--- src/rtl/imm_ext_pkg.sv ---
// ---------------------------------------------------------------------------
// imm_ext_pkg
// Shared types for the immediate-extension stage and the blocks that reuse
// its extension core (e.g. jump-target logic).
//   imm_mode_e : extension mode carried on in_mode / i_mode
//   state_e    : occupancy of the output/skid register pair
// ---------------------------------------------------------------------------
package imm_ext_pkg;

    localparam int MODE_W = 2;

    typedef enum logic [MODE_W-1:0] {
        IMM_SIGN   = 2'b00,
        IMM_ZERO   = 2'b01,
        IMM_UPPER  = 2'b10,
        IMM_BRANCH = 2'b11
    } imm_mode_e;

    typedef enum logic [1:0] {
        ST_EMPTY = 2'b00,   // OR empty, SR empty
        ST_ONE   = 2'b01,   // OR full,  SR empty
        ST_TWO   = 2'b10    // OR full,  SR full
    } state_e;

endpackage

--- src/rtl/imm_extend_core.sv ---
// ---------------------------------------------------------------------------
// imm_extend_core
// Purely combinational immediate extension f(imm, mode) -> {ovf, data}.
//   i_imm  [IN_W]  raw immediate
//   i_mode         SIGN / ZERO / UPPER / BRANCH
//   o_data [OUT_W] extended value
//   o_ovf          BRANCH only: significant bits lost by the left shift
// UPPER mode is meaningful only when OUT_W >= 2*IN_W.
// ---------------------------------------------------------------------------
module imm_extend_core
    import imm_ext_pkg::*;
#(
    parameter int IN_W  = 16,
    parameter int OUT_W = 32,
    parameter int SHAMT = 2
) (
    input  logic [IN_W-1:0]  i_imm,
    input  imm_mode_e        i_mode,
    output logic [OUT_W-1:0] o_data,
    output logic             o_ovf
);

    localparam int EXT_W = OUT_W - IN_W;

    logic             w_sign;
    logic [OUT_W-1:0] w_sext;

    assign w_sign = i_imm[IN_W-1];
    assign w_sext = {{EXT_W{w_sign}}, i_imm};

    always_comb begin
        // NOTE: every output gets a default first so no path through the
        // case can leave it unassigned and infer a latch.
        o_data = w_sext;
        o_ovf  = 1'b0;
        unique case (i_mode)
            IMM_SIGN:   o_data = w_sext;
            IMM_ZERO:   o_data = {{EXT_W{1'b0}}, i_imm};
            IMM_UPPER:  o_data = {i_imm, {EXT_W{1'b0}}};
            IMM_BRANCH: begin
                o_data = w_sext << SHAMT;
                // The SHAMT bits shifted out plus the new MSB must all still
                // equal the original sign, otherwise the offset overflowed.
                for (int i = OUT_W - 1 - SHAMT; i < OUT_W; i++) begin
                    if (w_sext[i] != w_sign) begin
                        o_ovf = 1'b1;
                    end
                end
            end
            default: ;
        endcase
    end

endmodule

--- src/rtl/imm_extend_pipe.sv ---
// ---------------------------------------------------------------------------
// imm_extend_pipe
// Registered immediate-extension stage with a valid/ready handshake and a
// two-entry (output + skid) buffer. in_ready comes from registered state only.
//   clk, reset            clock, asynchronous active-high reset
//   in_valid / in_ready   upstream handshake
//   in_imm [IN_W]         raw immediate, sampled only on an in transfer
//   in_mode [2]           SIGN / ZERO / UPPER / BRANCH
//   out_valid / out_ready downstream handshake
//   out_data [OUT_W]      extended value
//   out_ovf               BRANCH overflow flag
// ---------------------------------------------------------------------------
module imm_extend_pipe
    import imm_ext_pkg::*;
#(
    parameter int IN_W  = 16,
    parameter int OUT_W = 32,
    parameter int SHAMT = 2
) (
    input  logic              clk,
    input  logic              reset,
    input  logic              in_valid,
    output logic              in_ready,
    input  logic [IN_W-1:0]   in_imm,
    input  logic [MODE_W-1:0] in_mode,
    output logic              out_valid,
    input  logic              out_ready,
    output logic [OUT_W-1:0]  out_data,
    output logic              out_ovf
);

    // Stored result is {ovf, data}; raw immediate and mode are never kept.
    logic [OUT_W:0]   w_result;
    logic [OUT_W-1:0] w_ext_data;
    logic             w_ext_ovf;

    state_e           r_state;
    state_e           w_next_state;
    logic             r_rdy_en;      // 0 during reset, 1 from the first edge after
    logic [OUT_W:0]   r_or;          // output register
    logic [OUT_W:0]   r_sr;          // skid register

    logic             w_push;
    logic             w_pop;
    logic             w_or_load_new;
    logic             w_or_load_sr;
    logic             w_sr_load;

    imm_extend_core #(
        .IN_W  (IN_W),
        .OUT_W (OUT_W),
        .SHAMT (SHAMT)
    ) u_core (
        .i_imm  (in_imm),
        .i_mode (imm_mode_e'(in_mode)),
        .o_data (w_ext_data),
        .o_ovf  (w_ext_ovf)
    );

    assign w_result = {w_ext_ovf, w_ext_data};
    assign w_push   = in_valid && in_ready;
    assign w_pop    = out_valid && out_ready;

    // State register
    always_ff @(posedge clk or posedge reset) begin
        if (reset) begin
            r_state  <= ST_EMPTY;
            r_rdy_en <= 1'b0;
        end else begin
            // NOTE: sequential state uses non-blocking assignments so every
            // register samples pre-edge values regardless of block order.
            r_state  <= w_next_state;
            r_rdy_en <= 1'b1;
        end
    end

    // Next-state logic
    always_comb begin
        w_next_state = r_state;
        unique case (r_state)
            ST_EMPTY: if (w_push) w_next_state = ST_ONE;
            ST_ONE: begin
                if (w_push && !w_pop)      w_next_state = ST_TWO;
                else if (!w_push && w_pop) w_next_state = ST_EMPTY;
            end
            ST_TWO:   if (w_pop) w_next_state = ST_ONE;
            default:  w_next_state = ST_EMPTY;
        endcase
    end

    // Outputs decoded from registered state only
    always_comb begin
        in_ready  = r_rdy_en && (r_state != ST_TWO);
        out_valid = (r_state != ST_EMPTY);
    end

    // Register load enables. A new result goes straight to OR when OR is free
    // or is being drained this cycle; it parks in SR only when OR is held.
    assign w_or_load_new = w_push && ((r_state == ST_EMPTY) ||
                                      (r_state == ST_ONE && w_pop));
    assign w_or_load_sr  = (r_state == ST_TWO) && w_pop;
    assign w_sr_load     = (r_state == ST_ONE) && w_push && !w_pop;

    always_ff @(posedge clk or posedge reset) begin
        if (reset) begin
            // NOTE: data registers are cleared on reset here because the
            // outputs and the skid slot must read zero, not just be invalid.
            r_or <= '0;
            r_sr <= '0;
        end else begin
            if (w_or_load_new)     r_or <= w_result;
            else if (w_or_load_sr) r_or <= r_sr;
            if (w_sr_load)         r_sr <= w_result;
        end
    end

    assign out_data = r_or[OUT_W-1:0];
    assign out_ovf  = r_or[OUT_W];

endmodule

--- config.mk ---
export PLATFORM = sky130hd
export DESIGN_NAME = imm_extend_pipe
export DESIGN_NICKNAME = d
export VERILOG_FILES = /design/src/rtl/imm_ext_pkg.sv /design/src/rtl/imm_extend_core.sv /design/src/rtl/imm_extend_pipe.sv
export SDC_FILE = /design/constraint.sdc
export NUM_CORES = 1
export LEC_CHECK = 0
export CORE_UTILIZATION = 40
export DETAILED_ROUTE_END_ITERATION = 10
export PLACE_DENSITY = 0.69
export RECOVER_POWER = 25
export SLEW_MARGIN = 20
export SYNTH_ARGS = -nofsm -noshare
export SYNTH_HDL_FRONTEND = slang
export SYNTH_HIERARCHICAL = 1
export SYNTH_SLANG_ARGS = --single-unit
--- constraint.sdc ---
create_clock -name clk -period 2.1 [get_ports clk]
set_input_delay 0.21 -clock clk [delete_from_list [all_inputs] [get_ports clk]]
set_output_delay 0.21 -clock clk [all_outputs]
set_load 0.05 [all_outputs]
; Word-level counts from Yosys, hierarchy flattened
; Index checks and enable logic that the tools add are counted.
[totals]
regBits = 68
input_bits = 22
out_inout_bits = 35
word_cells = 39
[classes]
mux = 8
n_eq_ne = 9
n_reduce_logical = 18
[ops]
columns = op, count
row1 = $pmux 32 s4, 1
row2 = $mux 33, 2
row3 = $logic_and 1x1->1, 10
row4 = $mux 2, 4
row5 = $eq 2x2->1 const B, 3
row6 = $ne 2x2->1 const B, 3
row7 = $pmux 2 s3, 1
row8 = $eq 2x1->1 const B, 2
row9 = $logic_not 2->1, 2
row10 = $reduce_bool 2->1, 2
row11 = $ne 3x3->1 const B, 1
row12 = $reduce_and 3->1, 1
row13 = $logic_not 1->1, 2
row14 = $logic_or 1x1->1, 1

; Longest topological paths before layout
; Gate-level depths: netlist (run 1).
[depth]
word_depth = 8
mapped_depth = 7
mapped_depth_nobuf = 6

; Cells and area by module
; The synthesis (run 1) kept the hierarchy.
[modules_own_cells]
columns = mod, instances, seq_area_each_um2, cells_each, area_per_inst_um2
row1 = imm_extend_pipe, 1, 1726.7, 197, 3206.8
row2 = imm_extend_core, 1, 0.0, 62, 523.0

; Least setup slack after synthesis (run 1)
; Ideal clock, no wire load.
[synth_timing]
path_type = register to register
start = reg r_state[1]
end = reg r_state[0]
t_required_ps = 1966
stages_incl_launch_ff = 8
synth_period_minus_slack_ps = 1617
setup_ps = 134
arrival_ps = 1483
n_path_buf = 1
setup_slack_ps = 483
path_cell_list = dfrtp_1 > buf_2 > or2_2 > nand2_1 > ha_1 > nand2_1 > o21a_1 > o21ai_0
[synth_via]
word_cells_on_any_way = 18
classes_between = eq/ne (6) / mux (2) / reduce/logical (10)
[synth_lines]
columns = item, line_no
row1 = start: declaration, imm_extend_pipe.sv:37  ; state_e r_state;
row2 = start signal: assignment, imm_extend_pipe.sv:72  ; r_state <= w_next_state;
row3 = $reduce_bool 2->1 *, imm_extend_pipe.sv:94  ; out_valid = (r_state != ST_EMPTY);
row4 = named net out_valid, imm_extend_pipe.sv:26  ; output logic out_valid,
row5 = $logic_and 1x1->1 *, imm_extend_pipe.sv:62  ; assign w_pop = out_valid && out_ready;
row6 = $logic_not 1->1, imm_extend_pipe.sv:83  ; if (w_push && !w_pop) w_next_state = ST_TWO;
row7 = $logic_and 1x1->1, imm_extend_pipe.sv:83
row8 = $ne 3x3->1 (no source line) or $mux 2 (tied branches), --
row9 = $reduce_and 3->1 (no source line) or $pmux 2 s3 (tied branches), --
; Mark *: on every way through the listed nets, which the timed path passes. The rest lies on a longest branch.
; A chain may end at the register's enable or synchronous reset.

; Worst setup path in the final report (run 1)
[layout_timing]
start = reg r_state[1]
end = out out_valid
[layout_via]
elab_chain_cells = 1
[layout_lines]
columns = item, line_no
row1 = $reduce_bool 2->1, imm_extend_pipe.sv:94
row2 = end: declaration, imm_extend_pipe.sv:26
; No other way between the ends.

==> metrics.md, run 1 <==
| Metric | Value |
|---|---|
| TritonCTS clock tree | yes |
| Pwr per Cell Area | 1330 nW/um2 |
| Core area | 8890 um2 |
| Clock Tree Buf Depth | 2 |
| Crit Path Category | reg -> out |
| Nets@finish | 336 |
| Area growth, synth to finish | 20.3% |
| Final setup vio count | 0 |
| H-tree depth | 3 |
| Max cap viols | 0 |
| Setup TNS | 0 ns |
| Vias per Instance | 5.27 |
| Worst slew pin tran | 0.859 ns |
| Crit. End Element | primary output |
| Final Skew | 0.00553 ns |
| Largest net degree at the start of global routing | 35 |
| Multi-input logic area | 1780 um2 |
| Starting density of the core | 0.420 |
| Vias in the first global route | 2326 |
| Die extent in y | 98.6 um |
| Vias | 2241 |
| Overall Power | 0.00595 W |
| Die Area | 9720 um2 |
| Period utilization | 0.872 |
| Min-Delay Path Class | in -> async |
| Post-Layout Cell Count | 425 |
| Outcome | finished, final reports clean |
| Placement Setup Slack | 0.137 ns |
| Startpoint Class | register |
| Reg clk slew, reported paths | 0.07 ns |
| Routed WL | 7720 um |
| Worst R2R Setup Slack | 0.47 ns |
| Ant diodes | 0 |
| Post-CTS Setup Inserts | 0 |
| First-pass GRT wire length | 12500 um |
| DRT antenna net count | 0 |
| Cells after Synth | 259 |
| Routed WL per cell | 18.2 um |
| Static Leak | 2.12 nW |
| Tot GR Track Use | 0.169 |
| WP data required | 1.89 ns |
| Clock latency at the later pin of the worst-skew pair | 0.34 ns |
| Ports | 57 |
| DRC viols | 0 |
| Reg area | 1730 um2 |
| Distinct cells, synth | 36 |
| Rows | 34 |
| Cell count after placement | 410 |
| Hold Vio Cnt, Final | 0 |
| Initial antenna violation count | 0 |
| CTS buffer count | 9 |
| Die width | 98.6 um |
| Avg Inst Size Synth | 14.4 um2 |
| Slew headroom | 0.427 |
| Fin crit period | 1.83 ns |
| Clk root buf | clkbuf_8 |
| Net count after synthesis | 282 |
| Iteration-0 DRC Markers | 98 |
| Grt ovf | 0 |
| Worst-path maximum fanout | 7 |
| Mapped Area | 3730 um2 |
| Filler cells | 787 |
| Crit path DAT | 1.62 ns |
| Final Max Slew Viols | 0 |
| Worst hold slack | 0.232 ns |
| PortBufs | 56 |
| #FFs+latches synth | 69 |
| Syn. warnings | 6 |
| Final setup margin | 0.270 ns |
| Post-synthesis sequential area ratio | 0.463 |
| DP HPWL | 5280 um |
| FMAX | 546 MHz |
| Unrepaired setup endpoints after global routing | false |
| Clk sinks | 69 |
| Placer Congestion | 0.756 |
| VDD IR max | 497 uV |
| Share of layout cells above drive strength 1 | 0.221 |
| Detailed Routing Iterations Pass 1 | 4 |
## area by class of cell
| class | count | area share |
|---|---|---|
| Multi-Input combinational cell | 166 | 0.396 |
| Inverter | 3 | 0.00251 |
| Clock buffer | 14 | 0.0385 |
| Sequential cell | 69 | 0.385 |
| Tap cell | 108 | 0.0301 |
| Clock inverter | 1 | 0.00112 |
| Timing Repair Buffer | 64 | 0.147 |
## timing repair
item,in CTS,in global routing
resized for setup,1,0
hold buffers,0,0
endpoints found under the setup margin,1,0
## worst max-delay path, stage by stage, from the launching register on
cell           delay (ns)
dfrtp_1              0.49
or2_2                0.35
dlygate4sd2_1        0.43
## flip-flops by register name, indices dropped and copies added, names as in the netlist
signal	flops
r_rdy_en	1
r_state	2
r_or	33
r_sr	33
## worst paths after layout
path,start,to,cells past startpoint
hold / removal,reset,r_sr[32],2
setup / recovery,r_state[1],out_valid,2
setup reg to reg,r_state[0],r_or[27],4
max in group asynchronous,reset,r_sr[13],3
hold reg to reg,r_sr[5],r_sr[5],1
min in group clk,r_sr[5],r_sr[5],1
## stage by stage
step	utilization	cell area (um2)
floorplan	-	3730
global placement	0.487	4330
detailed placement	0.487	4330
CTS	0.507	4510
global route	0.505	4490
finish	0.505	4490
## Yosys cell counts
master	number	area share
o21ai_1	6	0.0081
nand2b_1	1	0.0017
buf_4	4	0.0081
or2_2	1	0.0017
buf_12	4	0.021
nand3_1	1	0.0013
o21a_1	1	0.0020
a211o_1	1	0.0023
nand3b_1	1	0.0020
a22o_2	3	0.0081
a22o_1	11	0.026
nand2_1	3	0.0030
dfrtp_1	69	0.46
and2_4	1	0.0023
conb_1	2	0.0020
nor2b_1	1	0.0017
a21boi_0	1	0.0020
mux2_4	30	0.12
nor4b_4	1	0.0064
inv_1	3	0.0030
o21ai_2	1	0.0023
mux2i_1	15	0.040
mux2_1	63	0.19
nand3b_4	1	0.0054
and2b_2	2	0.0047
mux2_2	6	0.018
buf_6	4	0.012
buf_2	6	0.0081
nand3_4	1	0.0047
o22ai_1	1	0.0017
clkbuf_4	1	0.0020
o21ai_0	9	0.012
clkbuf_8	1	0.0037
and2_1	1	0.0017
ha_1	1	0.0034
clkdlybuf4s15_2	1	0.0030
## cells by family (layout without fill, tap and decap cells)
family / after synthesis / count (layout) / synth area share
muxes: 114 / 114 / 0.369
buffers and inverters: 24 / 82 / 0.0614
DFF: 69 / 69 / 0.463
adders and majority gates: 1 / 1 / 0.00335
and+or+nand+nor: 15 / 15 / 0.0366
AOI/OAI and AO/OA: 34 / 34 / 0.0644
other: 2 / 2 / 0.00201
## cells in the final DEF, fill, tap and decap left out, drive strengths merged, types with 3 or more instances in the layout
master         Yosys  routed
clkbuf             2      16
nand2              3       3
o21ai             16      16
dfrtp             69      69
mux2              99      99
mux2i             15      15
a22o              14      14
clkdlybuf4s50      0      53
inv                3       3
buf               18       7
## power by group
| group | total [W] | leakage (nW) | internal (W) | switching, W |
|---|---|---|---|---|
| combinational | 0.00274 | 1.16 | 0.00123 | 0.00151 |
| clock | 0.00100 | 0.0926 | 0.000519 | 0.000484 |
| sequential | 0.00220 | 0.868 | 0.00190 | 0.000307 |
## metal layers
| layer | wire [um] | share of wire | vias to the layer above | GRT usage |
|---|---|---|---|---|
| li1 | - | - | 1041 | - |
| met1 | 3720 | 0.48 | 1146 | 0.230 |
| met2 | 3660 | 0.47 | 45 | 0.268 |
| met3 | 222 | 0.029 | 9 | 0.0333 |
| met4 | 114 | 0.015 | 0 | 0.0654 |
| met5 | 0 | 0 | - | 0 |
Power figures use the tool's default switching activity.
==> inputs of run 2 (changes only) <==
--- a/config.mk
+++ b/config.mk
@@ -9,7 +9,8 @@
 export DETAILED_ROUTE_END_ITERATION = 10
 export PLACE_DENSITY = 0.69
 export RECOVER_POWER = 25
-export SLEW_MARGIN = 20
+export REMOVE_ABC_BUFFERS = 1
+export SLEW_MARGIN = 30
 export SYNTH_ARGS = -nofsm -noshare
 export SYNTH_HDL_FRONTEND = slang
 export SYNTH_HIERARCHICAL = 1
==> metrics.md, run 2 (same netlist as run 1, synthesis figures left out) <==
| Metric | Value |
|---|---|
| Pwr per Cell Area | 1360 nW/um2 (+2.7%) |
| Clock latency at the later pin of the worst-skew pair | 0.35 ns (about the same) |
| Vias | 2231 (-0.45%) |
| Slew headroom | 0.520 (+0.0926) |
| Min-Delay Path Class | in -> async |
| DP HPWL | 4870 um (-7.7%) |
| Crit Reg-Reg Startpoint | r_state[1] |
| Max cap viols | 0 (unchanged) |
| Vias in the first global route | 2389 (+2.7%) |
| Largest registers | r_or x33, r_sr x33, r_state x2 |
| Starting density of the core | 0.420 (unchanged) |
| Startpoint Class | register |
| Period utilization | 0.880 (+0.00878) |
| Share of layout cells above drive strength 1 | 0.236 (+0.0152) |
| Die Area | 9720 um2 (unchanged) |
| First-pass GRT wire length | 12400 um (-1.1%) |
| Outcome | finished, final reports clean |
| Static Leak | 2.16 nW (+2.2%) |
| Crit path DAT | 1.64 ns (+0.02 ns) |
| Routed WL per cell | 17.0 um (-6.2%) |
| Worst slew pin tran | 0.720 ns (-0.139 ns) |
| Ports | 57 (unchanged) |
| FMAX | 541 MHz (-1.0%) |
| Crit Path Category | reg -> out |
| WP data required | 1.89 ns (about the same) |
| Ant diodes | 0 (unchanged) |
| Largest net degree at the start of global routing | 35 (unchanged) |
| Clk sinks | 69 (unchanged) |
| Cell count after placement | 414 (+0.98%) |
| Nets@finish | 340 (+1.2%) |
| Unrepaired setup endpoints after global routing | false |
| Final Skew | 0.0116 ns (+0.00612 ns) |
| DRT antenna net count | 0 (unchanged) |
| Grt ovf | 0 (unchanged) |
| Clk root buf | clkbuf_8 |
| Clock Tree Buf Depth | 2 (unchanged) |
| Worst-path maximum fanout | 7 (unchanged) |
| Vias per Instance | 5.19 (-1.6%) |
| Rows | 34 (unchanged) |
| Setup TNS | 0 ns (unchanged) |
| Final Max Slew Viols | 0 (unchanged) |
| Crit. End Element | primary output |
| DRC viols | 0 (unchanged) |
| Post-Layout Cell Count | 430 (+1.2%) |
| Design Area, Final | 4570 um2 (+1.8%) |
| TritonCTS clock tree | yes |
| Most frequent cells in the layout | dfrtp_1, mux2_1, clkdlybuf4s50_1, mux2_4, mux2i_1 |
| Crit. Startpoint | r_state[1] |
| Reg clk slew, reported paths | 0.08 ns (about the same) |
| Core area | 8890 um2 (unchanged) |
| Placer Congestion | 0.682 (-9.8%) |
| Routed WL | 7320 um (-5.1%) |
| Cts hold-fix bufs | 0 (unchanged) |
| Fin crit period | 1.85 ns (+0.0184 ns) |
| Die extent in y | 98.6 um (unchanged) |
| Hold Vio Cnt, Final | 0 (unchanged) |
| Tot GR Track Use | 0.165 (-0.00374) |
| Overall Power | 0.00622 W (+4.6%) |
| Detailed Routing Iterations Pass 1 | 4 (unchanged) |
| VDD IR max | 559 uV (+12%) |
| Die width | 98.6 um (unchanged) |
| Area after DPL | 4350 um2 (+0.46%) |
| PortBufs | 56 (unchanged) |
| Final setup vio count | 0 (unchanged) |
| Most common cell after layout, fill and taps aside | dfrtp_1 |
| Initial antenna violation count | 0 (unchanged) |
| CTS buffer count | 9 (unchanged) |
| Area growth, synth to finish | 22.5% |
| Iteration-0 DRC Markers | 66 (-33%) |
| H-tree depth | 3 (unchanged) |
| Filler cells | 795 (+1.0%) |
## run 2: cell count changes in the layout (fill, tap and decap cells not counted), sizes merged
cell         delta
clkbuf          -6
buf             +4
bufinv          +3
clkinv          +3
dlygate4sd2     +1
## run 2: stage by stage
step | hold WS [ns] | setup WS (ns) | util
3_3_place_gp | 0.459 | 0.171 | 0.489
6_report | 0.407 | 0.251 | 0.514
4_1_cts | 0.169 | 0.237 | 0.516
2_1_floorplan | 0.319 | -0.172 | -
3_5_place_dp | 0.467 | 0.135 | 0.489
5_1_grt | 0.469 | 0.169 | 0.514
## run 2: where the power goes
part	switching [W]	internal, W
combinational	0.00149	0.00123
clock	0.000515	0.000784
sequential	0.000300	0.00190
## run 2: path summary, 6_finish.rpt
path	to	slack [ns]	cells past startpoint
min in group clk	r_sr[7]	0.48	1
max in group asynchronous	r_sr[15]	0.54	3
min reg2reg	r_sr[7]	0.48	1
max reg2reg	r_sr[2]	0.48	3
max	in_ready	0.25	3
min	r_or[6]	0.41	2
## run 2: per-layer routing
layer,vias up,share of wire,global-route usage
met5,-,0,0
li1,1056,-,-
met2,45,0.49,0.262
met1,1122,0.47,0.226
met4,0,0.012,0.0586
met3,8,0.029,0.0340
## run 2: timing repair
action                                  4_1_cts  5_1_grt
gates resized for setup                       2        0
setup buffers                                 0        0
endpoints found under the setup margin        2        0
## run 2: final cells by class
class,count,area [um2],share of cell area
Timing Repair Buffer,68,683,0.150
Multi-Input combinational cell,166,1780,0.389
Clock inverter,7,114,0.0249
Clock buffer,9,124,0.0271
Sequential cell,69,1730,0.378
Inverter,3,11.3,0.00246
Tap cell,108,135,0.0296
## run 2: critical path, stage by stage, from the launching register on
cell	delay (ns)
dfrtp_1	0.49
nand2b_1	0.15
and2_1	0.13
dlygate4sd2_1	0.52
==> inputs of run 3 (changes only) <==
--- a/config.mk
+++ b/config.mk
@@ -10,7 +10,7 @@
 export PLACE_DENSITY = 0.69
 export RECOVER_POWER = 25
 export REMOVE_ABC_BUFFERS = 1
-export SLEW_MARGIN = 30
+export SLEW_MARGIN = 25
 export SYNTH_ARGS = -nofsm -noshare
 export SYNTH_HDL_FRONTEND = slang
 export SYNTH_HIERARCHICAL = 1
==> results of run 3 <==
The final DEF is identical to that of run 2; final timing and power are the same.
==> RTL change: new RTL, config.mk and constraints of run 2 <==
Register the input `in_mode` before use, with the module's reset. The logic sees it one clock later. The other inputs are not delayed to match.
--- a/src/rtl/imm_extend_pipe.sv
+++ b/src/rtl/imm_extend_pipe.sv
@@ -29,6 +29,16 @@
     output logic              out_ovf
 );
 
+    logic [MODE_W-1:0] in_mode_q;
+
+    always_ff @(posedge clk or posedge reset) begin
+        if (reset) begin
+            in_mode_q <= '0;
+        end else begin
+            in_mode_q <= in_mode;
+        end
+    end
+
     // Stored result is {ovf, data}; raw immediate and mode are never kept.
     logic [OUT_W:0]   w_result;
     logic [OUT_W-1:0] w_ext_data;
@@ -52,7 +62,7 @@
         .SHAMT (SHAMT)
     ) u_core (
         .i_imm  (in_imm),
-        .i_mode (imm_mode_e'(in_mode)),
+        .i_mode (imm_mode_e'(in_mode_q)),
         .o_data (w_ext_data),
         .o_ovf  (w_ext_ovf)
     );
Check against the original RTL: not equivalent (a bounded check fails within 4 cycles, from zero or initial values and one cycle with reset high).
==> RTL change against run 2 <==
First-iteration DRC count rose by 29%; sequential power increased by 2%; area after synthesis rose by 1.3%; global-route usage down 0.15 points; power fell by 2.7%; clock skew shrank 0.0023 ns; register-to-register slack lost 0.12 ns; maximum frequency rose by 5.2%; worst setup slack better by 0.091 ns; routed wire length rose by 1.0%; cell area hardly changed; sequential cell count up 2; utilization fell by 1.7 points; count of clock-buffer cells in the layout did not move.
==> RTL change: results <==
[final_layout]
n_fill_cell = 819
layout-drive-gt1-share_pct = 23.1
nNetsFinal = 339

[place]
gp_congestion = 0.730
place_ws_ns = 0.148
place_area_sq_um = 4380
dp.cells = 416

[route]
drt_iter0_markers = 85
num_vias = 2276
routed_wirelength_microns = 7390
wire_per_inst_microns = 17.1

[yosys]
yosysSeqAreaShare_pct = 47.0
synth_cells = 261
synth.area.top_cells = dfrtp_1 (47%), mux2_1 (19%), mux2_4 (12%)
synth_adder_area_share_pct = 0.331
synthTopCellsByCount = dfrtp_1 (71), mux2_1 (63), mux2_4 (30)

[power_and_ir_drop]
cellPowerDensity_nw_per_um2 = 1330
power_frac_comb_pct = 45.0
power_leakage_nw = 2.14
pg_clk_w = 0.00108

[min_path]
hold_class = in2reg

[outcome]
status = completed

[setup_path]
critPathLaunch = r_or[14]$_DFFE_PP0P_
r2r_slack_ns = 0.36
slowest_stage = clkdlybuf4s50_1
reg2reg_from = in_mode_q[1]$_DFF_PP0_

[grt]
grt_pass1_wl_microns = 12400
grt_max_degree = 72

[timing]
hold_slack_ns = 0.418
## RTL change: cell types whose count changed after synthesis
cell	change
dfrtp_1	+2
## RTL change: final cells by class
| cell class | count | area [sq um] | share of cell area (%) |
|---|---|---|---|
| clock buffers | 9 | 124 | 2.71 |
| clock inverters | 7 | 73.8 | 1.62 |
| inverters | 3 | 11.3 | 0.247 |
| multi-input cells | 166 | 1780 | 38.9 |
| flip-flops and latches | 71 | 1780 | 38.9 |
| well taps | 111 | 139 | 3.04 |
| repair buffers | 65 | 666 | 14.6 |
## RTL change: metal layers
metal  track usage (%)  vias up  routed length (microns)
met4              6.79        0                      103
met3              2.88        9                      248
met2              25.3       44                     3510
li1                  -     1055                        -
met5                 0        -                        0
met1              22.8     1168                     3540
## RTL change: what timing repair did
item,in CTS,in global routing
gates resized for setup,0,1
setup buffers,0,0
setup endpoints to repair,0,1
